--- src/rtl/background_redraw_controller.sv ---
// Background redraw controller: walks a full-screen or clipped rectangular region of the
// background ROM and streams the returned pixels to the VGA adapter as plot writes.
module background_redraw_controller #(
   parameter int unsigned SCREEN_W    = 320,
   parameter int unsigned SCREEN_H    = 240,
   parameter int unsigned ROM_LATENCY = 1
) (
   input  logic       clock,
   input  logic       resetn,
   input  logic [3:0] gameState,
   input  logic       start_rect,
   input  logic [8:0] rect_x,
   input  logic [7:0] rect_y,
   input  logic [8:0] rect_w,
   input  logic [7:0] rect_h,
   output logic [8:0] bg_x,
   output logic [7:0] bg_y,
   input  logic [2:0] bg_color,
   output logic [8:0] vga_x,
   output logic [7:0] vga_y,
   output logic [2:0] vga_colour,
   output logic       vga_plot,
   output logic       busy,
   output logic       done
);
   localparam int unsigned XW = 9;
   localparam int unsigned YW = 8;
   localparam int unsigned SW = 4;
   localparam logic [XW:0] SCR_W = (XW+1)'(SCREEN_W);
   localparam logic [YW:0] SCR_H = (YW+1)'(SCREEN_H);

   typedef enum logic [1:0] {IDLE, SCAN, DRAIN, DONE} state_e;

   state_e          state_q, state_d;
   logic [XW-1:0]   cur_x_q, cur_x_d, x0_q, x0_d, x_end_q, x_end_d, bg_x_q, bg_x_d;
   logic [YW-1:0]   cur_y_q, cur_y_d, y_end_q, y_end_d, bg_y_q, bg_y_d;
   logic [SW-1:0]   prev_state_q, prev_state_d;
   logic            pending_q, pending_d;
   logic            issue_v_q, issue_v_d;
   logic            busy_q, busy_d, done_q, done_d;

   logic [ROM_LATENCY-1:0] sr_v_q;
   logic [XW-1:0]          sr_x_q [ROM_LATENCY];
   logic [YW-1:0]          sr_y_q [ROM_LATENCY];
   logic [XW-1:0]          vga_x_q;
   logic [YW-1:0]          vga_y_q;
   logic [2:0]             vga_colour_q;
   logic                   vga_plot_q;

   logic [XW:0] rect_x_sum, rect_x_lim;
   logic [YW:0] rect_y_sum, rect_y_lim;
   logic        rect_empty, scan_last, pipe_empty;

   // Rectangle clipping; sums are one bit wider than the operands so they cannot wrap.
   always_comb begin
      rect_x_sum = (XW+1)'(rect_x) + (XW+1)'(rect_w);
      rect_y_sum = (YW+1)'(rect_y) + (YW+1)'(rect_h);
      rect_x_lim = (rect_x_sum > SCR_W) ? SCR_W : rect_x_sum;
      rect_y_lim = (rect_y_sum > SCR_H) ? SCR_H : rect_y_sum;
      rect_empty = (rect_w == '0) || (rect_h == '0) ||
                   ((XW+1)'(rect_x) >= SCR_W) || ((YW+1)'(rect_y) >= SCR_H);
      scan_last  = (cur_x_q == x_end_q) && (cur_y_q == y_end_q);
      pipe_empty = !issue_v_q && (sr_v_q == '0);
   end

   // Next-state and registered-output logic.
   always_comb begin
      state_d      = state_q;
      cur_x_d      = cur_x_q;
      cur_y_d      = cur_y_q;
      x0_d         = x0_q;
      x_end_d      = x_end_q;
      y_end_d      = y_end_q;
      prev_state_d = prev_state_q;
      pending_d    = pending_q;
      bg_x_d       = bg_x_q;
      bg_y_d       = bg_y_q;
      issue_v_d    = 1'b0;
      unique case (state_q)
         IDLE: begin
            // Full redraw wins over a simultaneous rect request, which it already covers.
            if (pending_q || (gameState != prev_state_q)) begin
               state_d      = SCAN;
               cur_x_d      = '0;
               cur_y_d      = '0;
               x0_d         = '0;
               x_end_d      = XW'(SCREEN_W - 1);
               y_end_d      = YW'(SCREEN_H - 1);
               prev_state_d = gameState;
               pending_d    = 1'b0;
            end else if (start_rect) begin
               state_d      = rect_empty ? DONE : SCAN;
               cur_x_d      = rect_x;
               cur_y_d      = rect_y;
               x0_d         = rect_x;
               x_end_d      = XW'(rect_x_lim - (XW+1)'(1));
               y_end_d      = YW'(rect_y_lim - (YW+1)'(1));
               prev_state_d = gameState;
               pending_d    = 1'b0;
            end
         end
         SCAN: begin
            bg_x_d    = cur_x_q;
            bg_y_d    = cur_y_q;
            issue_v_d = 1'b1;
            if (scan_last) begin
               state_d = DRAIN;
            end else if (cur_x_q == x_end_q) begin
               cur_x_d = x0_q;
               cur_y_d = cur_y_q + YW'(1);
            end else begin
               cur_x_d = cur_x_q + XW'(1);
            end
         end
         DRAIN: begin
            if (pipe_empty) state_d = DONE;
         end
         DONE: begin
            state_d = IDLE;
         end
      endcase
      // A state change during a redraw is remembered and served from IDLE afterwards.
      if ((state_q != IDLE) && (gameState != prev_state_q)) pending_d = 1'b1;
      busy_d = (state_d != IDLE);
      done_d = (state_d == DONE);
   end

   always_ff @(posedge clock or negedge resetn) begin
      if (!resetn) begin
         state_q      <= IDLE;
         cur_x_q      <= '0;
         cur_y_q      <= '0;
         x0_q         <= '0;
         x_end_q      <= '0;
         y_end_q      <= '0;
         prev_state_q <= 4'hF;
         pending_q    <= 1'b0;
         bg_x_q       <= '0;
         bg_y_q       <= '0;
         issue_v_q    <= 1'b0;
         busy_q       <= 1'b0;
         done_q       <= 1'b0;
      end else begin
         state_q      <= state_d;
         cur_x_q      <= cur_x_d;
         cur_y_q      <= cur_y_d;
         x0_q         <= x0_d;
         x_end_q      <= x_end_d;
         y_end_q      <= y_end_d;
         prev_state_q <= prev_state_d;
         pending_q    <= pending_d;
         bg_x_q       <= bg_x_d;
         bg_y_q       <= bg_y_d;
         issue_v_q    <= issue_v_d;
         busy_q       <= busy_d;
         done_q       <= done_d;
      end
   end

   // Coordinate delay line aligning each issued address with its ROM colour.
   always_ff @(posedge clock or negedge resetn) begin
      if (!resetn) begin
         sr_v_q       <= '0;
         vga_x_q      <= '0;
         vga_y_q      <= '0;
         vga_colour_q <= '0;
         vga_plot_q   <= 1'b0;
         for (int i = 0; i < ROM_LATENCY; i++) begin
            sr_x_q[i] <= '0;
            sr_y_q[i] <= '0;
         end
      end else begin
         sr_v_q[0] <= issue_v_q;
         sr_x_q[0] <= bg_x_q;
         sr_y_q[0] <= bg_y_q;
         for (int i = 1; i < ROM_LATENCY; i++) begin
            sr_v_q[i] <= sr_v_q[i-1];
            sr_x_q[i] <= sr_x_q[i-1];
            sr_y_q[i] <= sr_y_q[i-1];
         end
         vga_plot_q <= sr_v_q[ROM_LATENCY-1];
         if (sr_v_q[ROM_LATENCY-1]) begin
            vga_x_q      <= sr_x_q[ROM_LATENCY-1];
            vga_y_q      <= sr_y_q[ROM_LATENCY-1];
            vga_colour_q <= bg_color;
         end
      end
   end

   assign bg_x       = bg_x_q;
   assign bg_y       = bg_y_q;
   assign vga_x      = vga_x_q;
   assign vga_y      = vga_y_q;
   assign vga_colour = vga_colour_q;
   assign vga_plot   = vga_plot_q;
   assign busy       = busy_q;
   assign done       = done_q;

endmodule

--- config.mk ---
export PLATFORM = sky130hd
export DESIGN_NAME = background_redraw_controller
export DESIGN_NICKNAME = d
export VERILOG_FILES = /design/src/rtl/background_redraw_controller.sv
export SDC_FILE = /design/constraint.sdc
export NUM_CORES = 1
export LEC_CHECK = 0
export CAP_MARGIN = 40
export CORE_MARGIN = 2
export CORE_UTILIZATION = 55
export DETAILED_ROUTE_END_ITERATION = 6
export DONT_BUFFER_PORTS = 1
export PLACE_DENSITY = 0.7
export SETUP_SLACK_MARGIN = 0.2
export SYNTH_ARGS = -nofsm -noshare
export SYNTH_HDL_FRONTEND = slang
export SYNTH_SLANG_ARGS = --single-unit
export TNS_END_PERCENT = 30
--- constraint.sdc ---
create_clock -name clock -period 4.5 [get_ports clock]
set_clock_uncertainty 0.05 [all_clocks]
set_input_delay 1.125 -clock clock [delete_from_list [all_inputs] [get_ports clock]]
set_output_delay 1.125 -clock clock [all_outputs]
set_load 0.1 [all_outputs]
==> results of run 1 <==
-- power by group --
| part | internal (mW) | leakage, nW | switching [mW] |
|---|---|---|---|
| logic | 0.178 | 1.43 | 0.232 |
| registers | 1.02 | 1.33 | 0.127 |
| clock network | 0.232 | 0.103 | 0.364 |
| total | 1.43 | 2.86 | 0.723 |
-- stage by stage --
stage / util / instance area [um^2] / total power [mW] / setup slack (ns)
floorplan: - / 5790 / 1.45 / 0.546
global placement: 0.574 / 5900 / 1.49 / 0.379
detailed placement: 0.620 / 6370 / 1.58 / 0.281
CTS: 0.639 / 6570 / 2.17 / 0.689
global route: 0.647 / 6650 / 2.25 / 0.489
finish: 0.647 / 6650 / 2.16 / 0.674
-- area by class of cell --
| cell class | count | area [um^2] |
|---|---|---|
| clock buffer | 10 | 138 |
| clock inverter | 6 | 62.6 |
| fill | 837 | 3620 |
| inverter | 15 | 56.3 |
| timing repair buffer | 26 | 596 |
| multi-input combinational | 441 | 2900 |
| sequential | 109 | 2730 |
| tap | 136 | 170 |
-- logic make-up after synthesis --
group                    synth area share
AND/OR/NAND/NOR                     0.165
adder cells (fa/ha/maj)            0.0523
multiplexers                       0.0478
buffers and inverters              0.0281
AO/OA/AOI/OAI                       0.179
XOR/XNOR                           0.0560
flip-flops                          0.472
-- sequential cells by signal, indices dropped and copies added (netlist names), 4 cells and up --
signal,count
bg_y,8
sr_x_q,9
sr_y_q,8
vga_x,9
cur_y_q,8
vga_y,8
x_end_q,9
prev_state_q,4
bg_x,9
cur_x_q,9
y_end_q,8
x0_q,9
-- cells in the final DEF, fill, tap and decap left out, drive strengths merged, types with 19 or more instances in the layout --
cell type and instances:
ha 21, a21oi 33, mux2 21, o21ai 44, buf 26, inv 19, xnor2 30, nor2 43
dfrtp 105, nand2 81
-- per-layer routing --
metal | GRT usage | wire (um) | vias to the layer above
li1 | - | - | 2140
met1 | 0.296 | 5690 | 2088
met2 | 0.346 | 5560 | 118
met3 | 0.0584 | 741 | 22
met4 | 0.0863 | 235 | 0
met5 | 0 | 0 | -
-- final timing paths --
kind / depth (start not counted) / to
worst max register to register: 8 / cur_y_q[5]
min in group asynchronous: 0 / vga_y[5]
max in group asynchronous: 0 / prev_state_q[0]
worst min-delay path: 0 / sr_v_q
worst min register to register: 0 / sr_v_q
worst max-delay path: 12 / x_end_q[6]
-- worst max-delay path, delay by kind of cell --
family	cells	cell delay, ns
compound gates	6	1.70
fa+ha+maj	2	0.68
simple gates	3	0.40
xor+xnor	1	0.14
==> results.cfg, run 1 <==
[run_status]
status = completed

[route]
drtIter0Drc = 208
dr.pass1.iters = 4
ant_nets = 0
drc = 0
wire_per_inst_um = 16.5
vias = 4368
viasPerCell = 5.88
totalWireLength_mm = 12.2

[floorplanning]
start_util = 0.563
dieArea_mm2 = 0.0114
row_count = 37
core_mm2 = 0.0103
die_y_um = 107
ios = 84
fp.dieW_um = 107

[clock_tree]
ctsHoldBuffers = 0
post_cts_buffers = 0
post_cts_resize_count = 0
clockBufferDepth = 2
clock-sinks = 109
root_buffer = clkbuf_8
path_clk_slew_ns = 0.11
h-tree-depth = 3
clk_latency_ns = 0.38
cts_tree = built
cts_made_buffers = 9

[power_and_ir_drop]
ir_drop_uv = 228
p_per_area_mw_per_mm2 = 324
p_leak_nw = 2.86

[critical_path]
cp-start-kind = input port
cpPeakStageDelay_ns = 0.45
path_cells = ha_1 > and3_4 > a2111oi_4 > xnor2_1 > a2111o_1 > a21oi_2 > o21a_1 > nand2b_1 > ha_1 > nand3_1 > o21ai_0 > a221o_1
r2r-start = cur_x_q[1]
worst-setup-path-type = in -> reg
critPathCaptureType = register
arrival_ns = 4.04
reg2reg_slack_ns = 1.92
cp_max_fo = 12
crit_top_cell = ha_1
cp-startpoint = rect_x[3]
slowest_stage = a2111o_1
crit_required_ns = 4.72

[synthesis]
ys_top_cells_by_count = dfrtp_1 (105), nand2_1 (81), nor2_1 (43), o21ai_0 (43), a21oi_1 (32)
synth_area_leader_cell = dfrtp_1
synthTopCellsByArea = dfrtp_1 (45%), nand2_1 (5.3%), ha_1 (4.5%)
yosysTopAreaCellShare = 0.454
synth_edf_count = 0
synthMostInstantiatedCell = dfrtp_1
netlist_instances = 591
synth_cell_types = 62
syn_area_per_cell_um2 = 9.79
async_flop_share = 1.00
synth_area_mm2 = 0.00579
ys_seq_area_frac = 0.472
syn_nets = 658
yosys_warnings = 0
ys.flop_type = dfrtp_1
ys_ff_latch = 109

[grt]
grtUsageTotal = 0.221
grt_pass1_vias = 4163
grt_max_degree = 110
antenna_found_initial = 0
grt_pass1_wl_mm = 20.1
grt-ovfl-total = 0

[sta]
fin_tns_setup_ns = 0
hold_viol_final = 0
period_share = 0.850
finalSetupViolCount = 0
clock.fmax_ghz = 0.261
worst_pin_slew_ns = 0.897
slew-limit-headroom = 0.402
period_needed_ns = 3.83
whs_ns = 0.341
rsz0062_at_grt = no
final_max_slew_viol_count = 0

[min_path]
hold_start = issue_v_q
hold_path.class = reg -> reg

[cells_and_area]
antenna_cells = 0
final_nets = 669
instances_no_fill = 743
area_growth_syn_to_layout_pct = 15.0
drive_gt1_frac = 0.130

[placed_design]
place.gp.congestion = 0.919
io_buffers = 0
placed_cells = 724
hpwl_mm = 9.14

[flow_run]
maxCapViolCount = 0
Power figures use the tool's default switching activity.
==> run 2: changes to the inputs <==
Settings changed: ABC_CLOCK_PERIOD_IN_PS set to 4500.
==> results of run 2 <==
The final DEF is identical to that of run 1; final timing and power are the same.
==> run 3: changes to the inputs <==
Settings changed: REMOVE_ABC_BUFFERS set to 1, SKIP_LAST_GASP set to 1.
==> run 3 against run 2 <==
  * The flow now finishes with violations (DRC)
  * Combinational power increased by 2%
  * Total power fell by 2.7%
  * Cell count is 0.13% lower
  * Maximum frequency shrank 0.55%
  * Design area is 0.43% lower
  * Routed wire length rose by 1.8%
  * Via count up 0.30%
  * Critical path depth unchanged
  * Critical endpoint unchanged
  * Largest cell class unchanged
==> results.cfg, run 3 (synthesis gave the netlist of run 1 again) <==
[route]
totalWireLength_mm = 12.4
ant_nets = 0
drtIter0Drc = 367
dr.pass1.iters = 7
drc = 9
wire_per_inst_um = 16.8
vias = 4381
viasPerCell = 5.90

[sta]
period_needed_ns = 3.85
finalSetupViolCount = 0
period_share = 0.855
worst_pin_slew_ns = 0.902
rsz0062_at_grt = no
hold_viol_final = 0
clock.fmax_ghz = 0.260
slew-limit-headroom = 0.399
fin_tns_setup_ns = 0
final_max_slew_viol_count = 0

[power_and_ir_drop]
ir_drop_uv = 250
p_leak_nw = 2.84
p_per_area_mw_per_mm2 = 317

[critical_path]
cp_max_fo = 12
r2r-start = prev_state_q[1]
worstReg2RegEnd = x_end_q[2]
critPathCaptureType = register
worstSetupEndpoint = x_end_q[6]
reg2reg_slack_ns = 2.02
worst-setup-path-type = in -> reg
r2r_cells = 6
cp-start-kind = input port
cp-startpoint = rect_x[3]
arrival_ns = 4.05
crit_required_ns = 4.71

[min_path]
hold_path.class = reg -> reg
hold_start = issue_v_q

[cells_and_area]
antenna_cells = 0
final_common_cell = dfrtp_1
final_util = 0.645
final_nets = 669
area_growth_syn_to_layout_pct = 14.5
drive_gt1_frac = 0.129
layout_common_cells = dfrtp_1 (105), nand2_1 (81), o21ai_0 (43), nor2_1 (43), a21oi_1 (32)
fin_area_mm2 = 0.00663

[clock_tree]
clock-sinks = 109
ctsHoldBuffers = 0
cts_tree = built
root_buffer = clkbuf_8
post_cts_buffers = 0
h-tree-depth = 3
clk_latency_ns = 0.37
post_cts_resize_count = 0
clockBufferDepth = 2
path_clk_slew_ns = 0.10
cts_made_buffers = 9

[floorplanning]
core_mm2 = 0.0103
ios = 84
row_count = 37
fp.dieW_um = 107
dieArea_mm2 = 0.0114
start_util = 0.563
die_y_um = 107

[placed_design]
hpwl_mm = 9.26
postPlaceCellArea_mm2 = 0.00637
place.gp.congestion = 0.857
io_buffers = 0

[grt]
grtUsageTotal = 0.225
antenna_found_initial = 0
grt-ovfl-total = 0
grt_pass1_wl_mm = 20.5
grt_pass1_vias = 4170
grt_max_degree = 110

[run_status]
violations = DRC
status = finished, violations left

[flow_run]
maxCapViolCount = 0
[run 3: worst min-delay path by stage]
stage	endpoint	depth (start not counted)
2_1_floorplan	sr_v_q	0
3_3_place_gp	sr_v_q	0
3_5_place_dp	sr_v_q	0
4_1_cts	sr_v_q	0
5_1_grt	vga_x[8]	0
6_report	sr_v_q	0
[run 3: metrics by stage]
step | std cells | power [mW] | setup WS [ns] | hold slack (ns)
final | 742 | 2.10 | 0.652 | 0.341
after global routing | 742 | 2.20 | 0.422 | 0.356
after CTS | 739 | 2.11 | 0.668 | 0.341
after detailed placement | 724 | 1.58 | 0.272 | 0.306
after global placement | 706 | 1.49 | 0.382 | 0.303
after floorplan | 565 | 1.45 | 0.512 | 0.299
[run 3: power breakdown]
part	switching [mW]	internal, mW	total [mW]
Clock	0.331	0.203	0.534
Sequential	0.122	1.02	1.15
Combinational	0.237	0.182	0.419
Total	0.690	1.41	2.10
[run 3: critical path, cell delays in order]
cell       delay (ns)
ha_1             0.44
and3_4           0.25
a2111oi_4        0.39
xnor2_1          0.15
a2111o_1         0.45
a21oi_2          0.22
o21a_1           0.19
nand2b_1         0.07
ha_1             0.24
nand3_1          0.08
o21ai_0          0.09
a221o_1          0.37
[run 3: routing by layer]
layer | GRT usage | part of all wire
met5 | 0 | 0
met4 | 0.0677 | 0.017
met2 | 0.352 | 0.44
met3 | 0.0450 | 0.074
met1 | 0.320 | 0.47
[run 3: layout make-up]
cell class                 count  area, um^2
clock buffer                   9         124
clock inverter                 6        47.5
fill                         878        3650
inverter                      15        56.3
multi-input combinational    441        2900
sequential                   109        2730
tap                          136         170
timing repair buffer          26         596
